<file path="src/rtl/uart_hex_loader.sv">
// ============================================================================
// uart_hex_loader : 8N1 UART receiver + "$AAAA#HH HH..\r" parser -> BRAM writes
// Revision 1.0
// ============================================================================
`default_nettype none

module uart_hex_loader #(
  parameter int CLK_HZ = 24000000,
  parameter int BAUD   = 115200,
  parameter int ADDR_W = 10
) (
  input  logic              clk,
  input  logic              RESET_n,
  input  logic              RXpin,
  output logic              wr_en,
  output logic [ADDR_W-1:0] wr_addr,
  output logic [7:0]        wr_data,
  output logic              line_done,
  output logic              err
);

  localparam int DIV   = CLK_HZ / BAUD;
  localparam int CNT_W = $clog2(DIV) + 1;
  localparam logic [CNT_W-1:0] HALF_M1 = CNT_W'(DIV / 2 - 1);
  localparam logic [CNT_W-1:0] FULL_M1 = CNT_W'(DIV - 1);

  localparam logic [7:0] CH_DOLLAR = 8'h24;
  localparam logic [7:0] CH_HASH   = 8'h23;
  localparam logic [7:0] CH_SPACE  = 8'h20;
  localparam logic [7:0] CH_CR     = 8'd13;

  typedef enum logic [1:0] {RX_IDLE, RX_START, RX_DATA, RX_STOP} rx_state_t;
  typedef enum logic [2:0] {P_IDLE, P_ADDR, P_HASH, P_DHI, P_DLO, P_SEP} p_state_t;

  // Returns {valid, nibble} for an ASCII hex digit.
  function automatic logic [4:0] hex_dec(input logic [7:0] c);
    logic [7:0] v;
    v = 8'h00;
    if (c >= 8'h30 && c <= 8'h39) begin
      v = c - 8'h30;
      return {1'b1, v[3:0]};
    end else if (c >= 8'h41 && c <= 8'h46) begin
      v = c - 8'h37;
      return {1'b1, v[3:0]};
    end else if (c >= 8'h61 && c <= 8'h66) begin
      v = c - 8'h57;
      return {1'b1, v[3:0]};
    end
    return 5'b0_0000;
  endfunction

  logic              sync1_q, sync2_q, prev_q;
  rx_state_t         rx_state_q, rx_state_d;
  logic [CNT_W-1:0]  cnt_q, cnt_d;
  logic [2:0]        bit_q, bit_d;
  logic [7:0]        shift_q, shift_d;
  logic              rx_vld_q, rx_vld_d;
  logic              ferr_q, ferr_d;

  p_state_t          p_state_q, p_state_d;
  logic [15:0]       acc_q, acc_d;
  logic [1:0]        dcnt_q, dcnt_d;
  logic [ADDR_W-1:0] addr_q, addr_d;
  logic [3:0]        hi_q, hi_d;
  logic              wr_en_q, wr_en_d;
  logic [ADDR_W-1:0] wr_addr_q, wr_addr_d;
  logic [7:0]        wr_data_q, wr_data_d;
  logic              line_done_q, line_done_d;
  logic              err_q, err_d;

  logic              is_hex;
  logic [3:0]        digit;

  always_ff @(posedge clk or negedge RESET_n) begin
    if (!RESET_n) begin
      sync1_q     <= 1'b1;
      sync2_q     <= 1'b1;
      prev_q      <= 1'b1;
      rx_state_q  <= RX_IDLE;
      cnt_q       <= '0;
      bit_q       <= '0;
      shift_q     <= '0;
      rx_vld_q    <= 1'b0;
      ferr_q      <= 1'b0;
      p_state_q   <= P_IDLE;
      acc_q       <= '0;
      dcnt_q      <= '0;
      addr_q      <= '0;
      hi_q        <= '0;
      wr_en_q     <= 1'b0;
      wr_addr_q   <= '0;
      wr_data_q   <= '0;
      line_done_q <= 1'b0;
      err_q       <= 1'b0;
    end else begin
      sync1_q     <= RXpin;
      sync2_q     <= sync1_q;
      prev_q      <= sync2_q;
      rx_state_q  <= rx_state_d;
      cnt_q       <= cnt_d;
      bit_q       <= bit_d;
      shift_q     <= shift_d;
      rx_vld_q    <= rx_vld_d;
      ferr_q      <= ferr_d;
      p_state_q   <= p_state_d;
      acc_q       <= acc_d;
      dcnt_q      <= dcnt_d;
      addr_q      <= addr_d;
      hi_q        <= hi_d;
      wr_en_q     <= wr_en_d;
      wr_addr_q   <= wr_addr_d;
      wr_data_q   <= wr_data_d;
      line_done_q <= line_done_d;
      err_q       <= err_d;
    end
  end

  // Receiver: bit sampling is timed from the synchronized falling edge.
  always_comb begin
    rx_state_d = rx_state_q;
    cnt_d      = cnt_q + CNT_W'(1);
    bit_d      = bit_q;
    shift_d    = shift_q;
    rx_vld_d   = 1'b0;
    ferr_d     = 1'b0;
    case (rx_state_q)
      RX_IDLE: begin
        cnt_d = '0;
        if (prev_q && !sync2_q) rx_state_d = RX_START;
      end
      RX_START: begin
        if (cnt_q == HALF_M1) begin
          cnt_d      = '0;
          bit_d      = '0;
          rx_state_d = sync2_q ? RX_IDLE : RX_DATA;
        end
      end
      RX_DATA: begin
        if (cnt_q == FULL_M1) begin
          cnt_d   = '0;
          shift_d = {sync2_q, shift_q[7:1]};
          bit_d   = bit_q + 3'd1;
          if (bit_q == 3'd7) rx_state_d = RX_STOP;
        end
      end
      RX_STOP: begin
        if (cnt_q == FULL_M1) begin
          cnt_d      = '0;
          rx_vld_d   = sync2_q;
          ferr_d     = !sync2_q;
          rx_state_d = RX_IDLE;
        end
      end
      default: rx_state_d = RX_IDLE;
    endcase
  end

  always_comb begin
    {is_hex, digit} = hex_dec(shift_q);
  end

  // Line parser: shift_q holds the received byte while rx_vld_q is high.
  always_comb begin
    p_state_d   = p_state_q;
    acc_d       = acc_q;
    dcnt_d      = dcnt_q;
    addr_d      = addr_q;
    hi_d        = hi_q;
    wr_en_d     = 1'b0;
    wr_addr_d   = wr_addr_q;
    wr_data_d   = wr_data_q;
    line_done_d = 1'b0;
    err_d       = 1'b0;
    if (ferr_q) begin
      err_d     = 1'b1;
      p_state_d = P_IDLE;
    end else if (rx_vld_q) begin
      if (shift_q == CH_DOLLAR) begin
        acc_d     = '0;
        dcnt_d    = '0;
        p_state_d = P_ADDR;
      end else begin
        case (p_state_q)
          P_IDLE: ;
          P_ADDR: begin
            if (is_hex) begin
              acc_d  = {acc_q[11:0], digit};
              dcnt_d = dcnt_q + 2'd1;
              if (dcnt_q == 2'd3) p_state_d = P_HASH;
            end else begin
              err_d     = 1'b1;
              p_state_d = P_IDLE;
            end
          end
          P_HASH: begin
            if (shift_q == CH_HASH) begin
              addr_d    = acc_q[ADDR_W-1:0];
              p_state_d = P_DHI;
            end else begin
              err_d     = 1'b1;
              p_state_d = P_IDLE;
            end
          end
          P_DHI: begin
            if (is_hex) begin
              hi_d      = digit;
              p_state_d = P_DLO;
            end else if (shift_q == CH_CR) begin
              line_done_d = 1'b1;
              p_state_d   = P_IDLE;
            end else begin
              err_d     = 1'b1;
              p_state_d = P_IDLE;
            end
          end
          P_DLO: begin
            if (is_hex) begin
              wr_en_d   = 1'b1;
              wr_addr_d = addr_q;
              wr_data_d = {hi_q, digit};
              addr_d    = addr_q + ADDR_W'(1);
              p_state_d = P_SEP;
            end else begin
              err_d     = 1'b1;
              p_state_d = P_IDLE;
            end
          end
          P_SEP: begin
            if (shift_q == CH_SPACE) begin
              p_state_d = P_DHI;
            end else if (shift_q == CH_CR) begin
              line_done_d = 1'b1;
              p_state_d   = P_IDLE;
            end else begin
              err_d     = 1'b1;
              p_state_d = P_IDLE;
            end
          end
          default: p_state_d = P_IDLE;
        endcase
      end
    end
  end

  assign wr_en     = wr_en_q;
  assign wr_addr   = wr_addr_q;
  assign wr_data   = wr_data_q;
  assign line_done = line_done_q;
  assign err       = err_q;

endmodule

`default_nettype wire

</file>
<file path="config.mk">
export PLATFORM = sky130hd
export DESIGN_NAME = uart_hex_loader
export DESIGN_NICKNAME = d
export VERILOG_FILES = /design/src/rtl/uart_hex_loader.sv
export SDC_FILE = /design/constraint.sdc
export NUM_CORES = 1
export LEC_CHECK = 0
export ABC_AREA = 1
export CAP_MARGIN = 20
export CORE_MARGIN = 5
export CORE_UTILIZATION = 50
export CTS_BUF_LIST = sky130_fd_sc_hd__clkbuf_4 sky130_fd_sc_hd__clkbuf_8
export CTS_CLUSTER_DIAMETER = 150
export DETAILED_ROUTE_END_ITERATION = 8
export PLACE_DENSITY = 0.69
export SYNTH_ARGS = -nofsm -noshare
export SYNTH_HDL_FRONTEND = slang
export SYNTH_SLANG_ARGS = --single-unit
</file>
<file path="constraint.sdc">
create_clock -name clk -period 4.5 [get_ports clk]
set_input_delay 0.45 -clock clk [delete_from_list [all_inputs] [get_ports clk]]
set_output_delay 0.45 -clock clk [all_outputs]
set_load 0.005 [all_outputs]
</file>
After elaboration in Yosys (flattened, before gate mapping)
Index checks and enable logic that the tools add are counted.
Word-level totals
  flip-flop bits (word level): 77
  bits in latches: 0
  bits in writable memories: 0
  bits in read-only memories: 0
  input port bits: 3
  output and inout bits: 21
  word-level logic and storage cells: 145
  memories kept: 0
Operators by class
  add/subtract/negate cells: 7
  $mul: 0
  div/mod/pow operators: 0
  magnitude comparators: 6
  equality and inequality tests: 25
  shift operators: 0
  multiplexer cells: 64
  bitwise operators: 2
  reduce and logical (&&, ||, !) cells: 22
Operator list (number)
  10-bit two-way mux: 5
  3-bit two-way mux: 9
  9-bit case mux with 3 select lines: 1
  1-bit two-way mux: 26
  8-bit by 6-bit equality test with 1-bit output, second input constant: 3
  2-bit two-way mux: 11
  5-bit two-way mux: 4
  10-bit case mux with 2 select lines: 1
  9-bit two-way mux: 2
  3-bit case mux with 6 select lines: 1
  8-bit by 7-bit greater-or-equal comparator with 1-bit output, second input constant: 2
  8-bit by 7-bit less-or-equal comparator with 1-bit output, second input constant: 2
  5-bit AND reduction: 3
  2-bit inequality test, second input constant: 7
  10-bit by 1-bit adder with 10-bit output, second input constant: 1
  2-bit nonzero test: 5
  9-bit by 1-bit adder with 9-bit output, second input constant: 1
  3-bit equality test, second input constant: 3
  9-bit by 7-bit equality test with 1-bit output, second input constant: 1
  9-bit by 8-bit equality test with 1-bit output, second input constant: 1
  8-bit by 4-bit equality test with 1-bit output, second input constant: 1
  8-bit by 6-bit greater-or-equal comparator with 1-bit output, second input constant: 1
  8-bit by 6-bit less-or-equal comparator with 1-bit output, second input constant: 1
  2-bit case mux with 4 select lines: 1
  23 further kinds: 33

Logic depth before layout (Yosys ltp)
  depth after elaboration: 11
  mapped depth: 12
  mapped depth without buffers: 12

Least setup slack after synthesis
Ideal clock, no wire load.
  path type: register -> register
  start point: reg shift_q[1]
  end point: reg wr_data_q[0], in the netlist wr_data[0]
  library setup time: 0.132 ns
  data arrival time: 1.535 ns
  required time: 4.368 ns
  slack: 2.833 ns
  stages on the path, launching flop included: 13
  path buffers: 1
  period minus slack after synthesis: 1.667 ns
  path through: dfrtp_1 inv_1 ha_1 inv_1 nand3_1 nand3_4 nand2_8 nand2_4 nor2_8 inv_4 buf_6 nand2_1 o21ai_2
On the way
  word-level cells in the longest chain between the ends: 7
  elaborated cells on any way between the ends: 18
  those cells by class: 6 x order compare; 1 x eq/ne; 6 x mux; 1 x bitwise; 4 x reduce/logical
RTL lines
  start: declaration: RTL line 56  | logic [7:0] shift_q, shift_d;
  start signal: assignment: RTL line 102  | shift_q <= shift_d;
  8-bit by 7-bit greater-or-equal comparator with 1-bit output or 8-bit by 7-bit less-or-equal comparator with 1-bit output (tied branches): RTL line 45  | end else if (c >= 8'h61 && c <= 8'h66) begin
  1-bit logical AND: RTL line 45
  1-bit two-way mux: RTL line 45
  1-bit two-way mux: RTL line 42  | end else if (c >= 8'h41 && c <= 8'h46) begin
  1-bit two-way mux: RTL line 39  | if (c >= 8'h30 && c <= 8'h39) begin
  5-bit two-way mux: RTL line 49  | return 5'b0_0000;
  5-bit AND reduction (no line)
  end signal: assignment: RTL line 112  | wr_data_q <= wr_data_d;
  end: declaration: RTL line 67  | logic [7:0] wr_data_q, wr_data_d;
Parallel ways exist; a longest one is shown, timed or not.
A chain may end at the register's enable or synchronous reset.

Worst setup path in the final report
  start point: reg p_state_q[0]
  end point: reg addr_q[8]
On the way
  word-level cells in the longest chain between the ends: 3
  elaborated cells on any way between the ends: 7
  those cells by class: 4 x eq/ne; 1 x mux; 2 x reduce/logical
RTL lines
  start: declaration: RTL line 60  | p_state_t p_state_q, p_state_d;
  start signal: assignment: RTL line 105  | p_state_q <= p_state_d;
  3-bit by 2-bit equality test with 1-bit output or 3-bit equality test (tied branches): RTL line 183  | case (p_state_q)
  2-bit inequality test (no line) or 2-bit nonzero test (tied branches)
  6-bit AND reduction (no line)
  end signal: assignment: RTL line 108  | addr_q <= addr_d;
  end: declaration: RTL line 63  | logic [ADDR_W-1:0] addr_q, addr_d;
Parallel ways exist; a longest one is shown, timed or not.

==> impl_metrics.tcl <==
set metrics [dict create \
    fin_cells 622 \
    p_int_uw 987 \
    die-area_mm2 0.00975 \
    slew_viol_final 0 \
    synth_compound_area_share_pct 8.45 \
    post_synth.cell_area_avg_um2 8.05 \
    synth_cell_types 36 \
    hold_path_class "reg -> reg" \
    dp_slack_ns 2.23 \
    whs_path_depth 0 \
    skew_ns 0.0113 \
    antenna_cells 0 \
    num_rows 32 \
    fill_cells 732 \
    fin_nets 527 \
    critPathLaunchType "register" \
    synth_top_family_by_area "simple AND/OR/NAND/NOR gates" \
    cp.arrival_ns 2.54 \
    worstPathMaxFanout 13 \
    die_h_um 98.7 \
    relSlewSlack_pct 63.7 \
    routed_wl_um 7770 \
    htreeDepth 3 \
    netlist_instances 489 \
    place.gp.congestion 0.873 \
    synth-edff-count 0 \
    ios 24 \
    p_leak_uw 0.00221 \
    ant_nets 0 \
    p_switching_uw 376 \
    grt_pass1_wl_um 13600 \
    comb_power_share_pct 9.5 \
    grt_util_all_layers_pct 16.9 \
    yosys.area.top_type "dfrtp_1" \
    yosysTopAreaCellShare_pct 47.0 \
    r2r-end "addr_q[8]" \
    worstSkewPairLatency_ns 0.35 \
    seq_area_frac_synth_pct 49.0 \
    power_uw 1360 \
    drt-pass1-iter-count 4 \
    syn_area_mm2 0.00394 \
    netlist_top_cells_area "dfrtp_1, nand2_1, inv_1" \
    synthAdderAreaFrac_pct 2.86 \
    cts.clk_slew.worst_paths_ns 0.09 \
    ys_ff_latch 77 \
    tightestPinTransition_ns 0.539 \
    max_freq_mhz 435 \
    synthMuxAreaShare_pct 0 \
    p_clk_share_pct 36.1 \
    period_share_pct 51.1 \
    regArea_mm2 0.00193 \
    grt_overflow 0 \
    grt_start_max_net_pins 78 \
    clockBufferDepth 2 \
    layout_setup_ws_ns 2.20 \
    setup-tns-final_ns 0 \
    cts_root_buffer "clkbuf_8" \
    hp-start "sync1_q" \
    max-cap-violations 0 \
    hpwl_um 5520 \
    routed-via-count 3118 \
    initial_utilization_pct 51.2 \
    fp.coreArea_mm2 0.00769 \
    dp_cells 604 \
    syn_to_final_growth_pct 12.8 \
    port_buffers 23 \
    cp-end-kind "register" \
    irDropWorstVdd_mv 0.154 \
    synth.most_common_cell "nand2_1" \
    grt_setup_unrepaired "no" \
    drive_gt1_share_pct 11.5 \
    final-setup-viol-count 0 \
    drc 0 \
    reg2reg_slack_ns 2.20 \
    wl_per_cell_um 12.5 \
    grt_pass1_vias 2984 \
    async_reset_ff_share_pct 100 \
    cp.required_ns 4.74 \
    setup.worst_path.class "reg -> reg" \
    hold_viol 0 \
    die_w_um 98.7 \
    antenna_found_initial 0 \
    min_to "sync2_q" \
    status "finished clean" \
    synthSimpleGateAreaFrac_pct 31.7 \
    ys.flop_type "dfrtp_1" \
    drtIter0Drc 162 \
    cts_tree "done" \
    worstReg2RegStart "p_state_q[0]" \
    via_per_inst 5.01 \
    yosys-top-cells-count "nand2_1, dfrtp_1, inv_1, nor2_1, nand3_1" \
    switching_share_pct 27.6 \
    multiInputGateArea_mm2 0.00175 \
    yosys_warnings 0 \
    power.density_mw_per_mm2 307 \
    syn-num-nets 501 \
    cts_made_buffers 9 \
    clock-sinks 77 \
    min_period_ns 2.30 \
    synth-xor-area-share_pct 1.33 \
    rr_worst_depth 8 \
    p_seq_share_pct 54.3 \
]
==> per-layer routing <==
layer  track usage, %  up-vias  part of all wire [%]
met2             25.5       79                    45
met5                0        -                     0
met3             4.25        8                   4.9
met1             24.0     1436                    48
met4             5.57        0                   1.3
li1                 -     1595                     -
==> cell type report <==
class,instances,share of cell area [%]
flip-flops and latches,77,43.5
multi-input cells,353,39.3
repair buffers,25,5.97
inverters,49,4.20
clock buffers,11,3.27
well taps,102,2.87
clock inverters,5,0.957
==> how the worst max path moves through the flow <==
stage,cells after the start,slack (ns),endpoint,start
final,8,2.20,addr_q[8],p_state_q[0]
after floorplan,12,2.83,wr_data[0],shift_q[1]
after global placement,8,2.32,addr_q[1],p_state_q[0]
after detailed placement,8,2.23,addr_q[9],p_state_q[0]
after CTS,8,2.22,addr_q[9],p_state_q[0]
after global routing,8,1.91,addr_q[9],p_state_q[0]
==> state kept, by name, indices dropped and copies added, names as in the netlist, named ones only <==
name and flops:
acc_q 10, addr_q 10, wr_en 1, bit_q 3, wr_data 8, prev_q 1
p_state_q 3, ferr_q 1, sync1_q 1, wr_addr 10, shift_q 8, err 1
rx_vld_q 1, dcnt_q 2, sync2_q 1, cnt_q 9, rx_state_q 1, hi_q 4
line_done 1
==> worst max-delay path, cell delays in order, from the launching register on <==
cell     delay (ns)
dfrtp_1        0.44
nor2_1         0.17
nand2_1        0.26
inv_1          0.41
nand3_1        0.12
nand4_1        0.36
inv_1          0.24
nand2_1        0.12
nand2_1        0.06
==> power groups by stage <==
stage / Clock, µW / Combinational [µW] / Sequential [µW]
final: 492 / 130 / 740
after global routing: 534 / 153 / 744
after CTS: 509 / 129 / 740
after detailed placement: 0 / 129 / 754
after global placement: 0 / 122 / 753
after floorplan: 0 / 92.4 / 748
==> cell families (layout without fill, tap and decap cells) <==
family          count (synthesis)  after routing
flops                          77             77
compound gates                 53             53
buf+inv                        59             90
fa+ha+maj                       9              9
simple gates                  285            285
xor+xnor                        6              6
==> stage by stage <==
step | instance area, µm² | hold WS (ns) | utilization [%]
2_1_floorplan | 3940 | 0.154 | -
3_3_place_gp | 4220 | 0.346 | 54.9
3_5_place_dp | 4220 | 0.347 | 54.9
4_1_cts | 4410 | 0.271 | 57.3
5_1_grt | 4440 | 0.367 | 57.8
6_report | 4440 | 0.359 | 57.8
==> cells in the final DEF (no fill, tap or decap), drive strengths merged <==
master / instances
nand2: 196
dfrtp: 74
inv: 50
nor2: 42
o21ai: 42
nand3: 27
clkdlybuf4s50: 22
clkbuf: 11
nor3: 10
ha: 9
nand4: 8
a21oi: 4
xor2: 4
dfstp: 3
clkinv: 3
xnor2: 2
a31oi: 2
buf: 2
and3: 1
nor3b: 1
o22ai: 1
a211oi: 1
o211ai: 1
a21boi: 1
a31o: 1
clkinvlp: 1
dlygate4sd3: 1
==> timing repair <==
action	CTS	global route
hold endpoints to repair	0	2
endpoints found under the setup margin	0	0
setup buffers	0	0
resized for setup	0	0
hold buffers	0	1
Note: power is estimated with default switching activity, not from simulation.
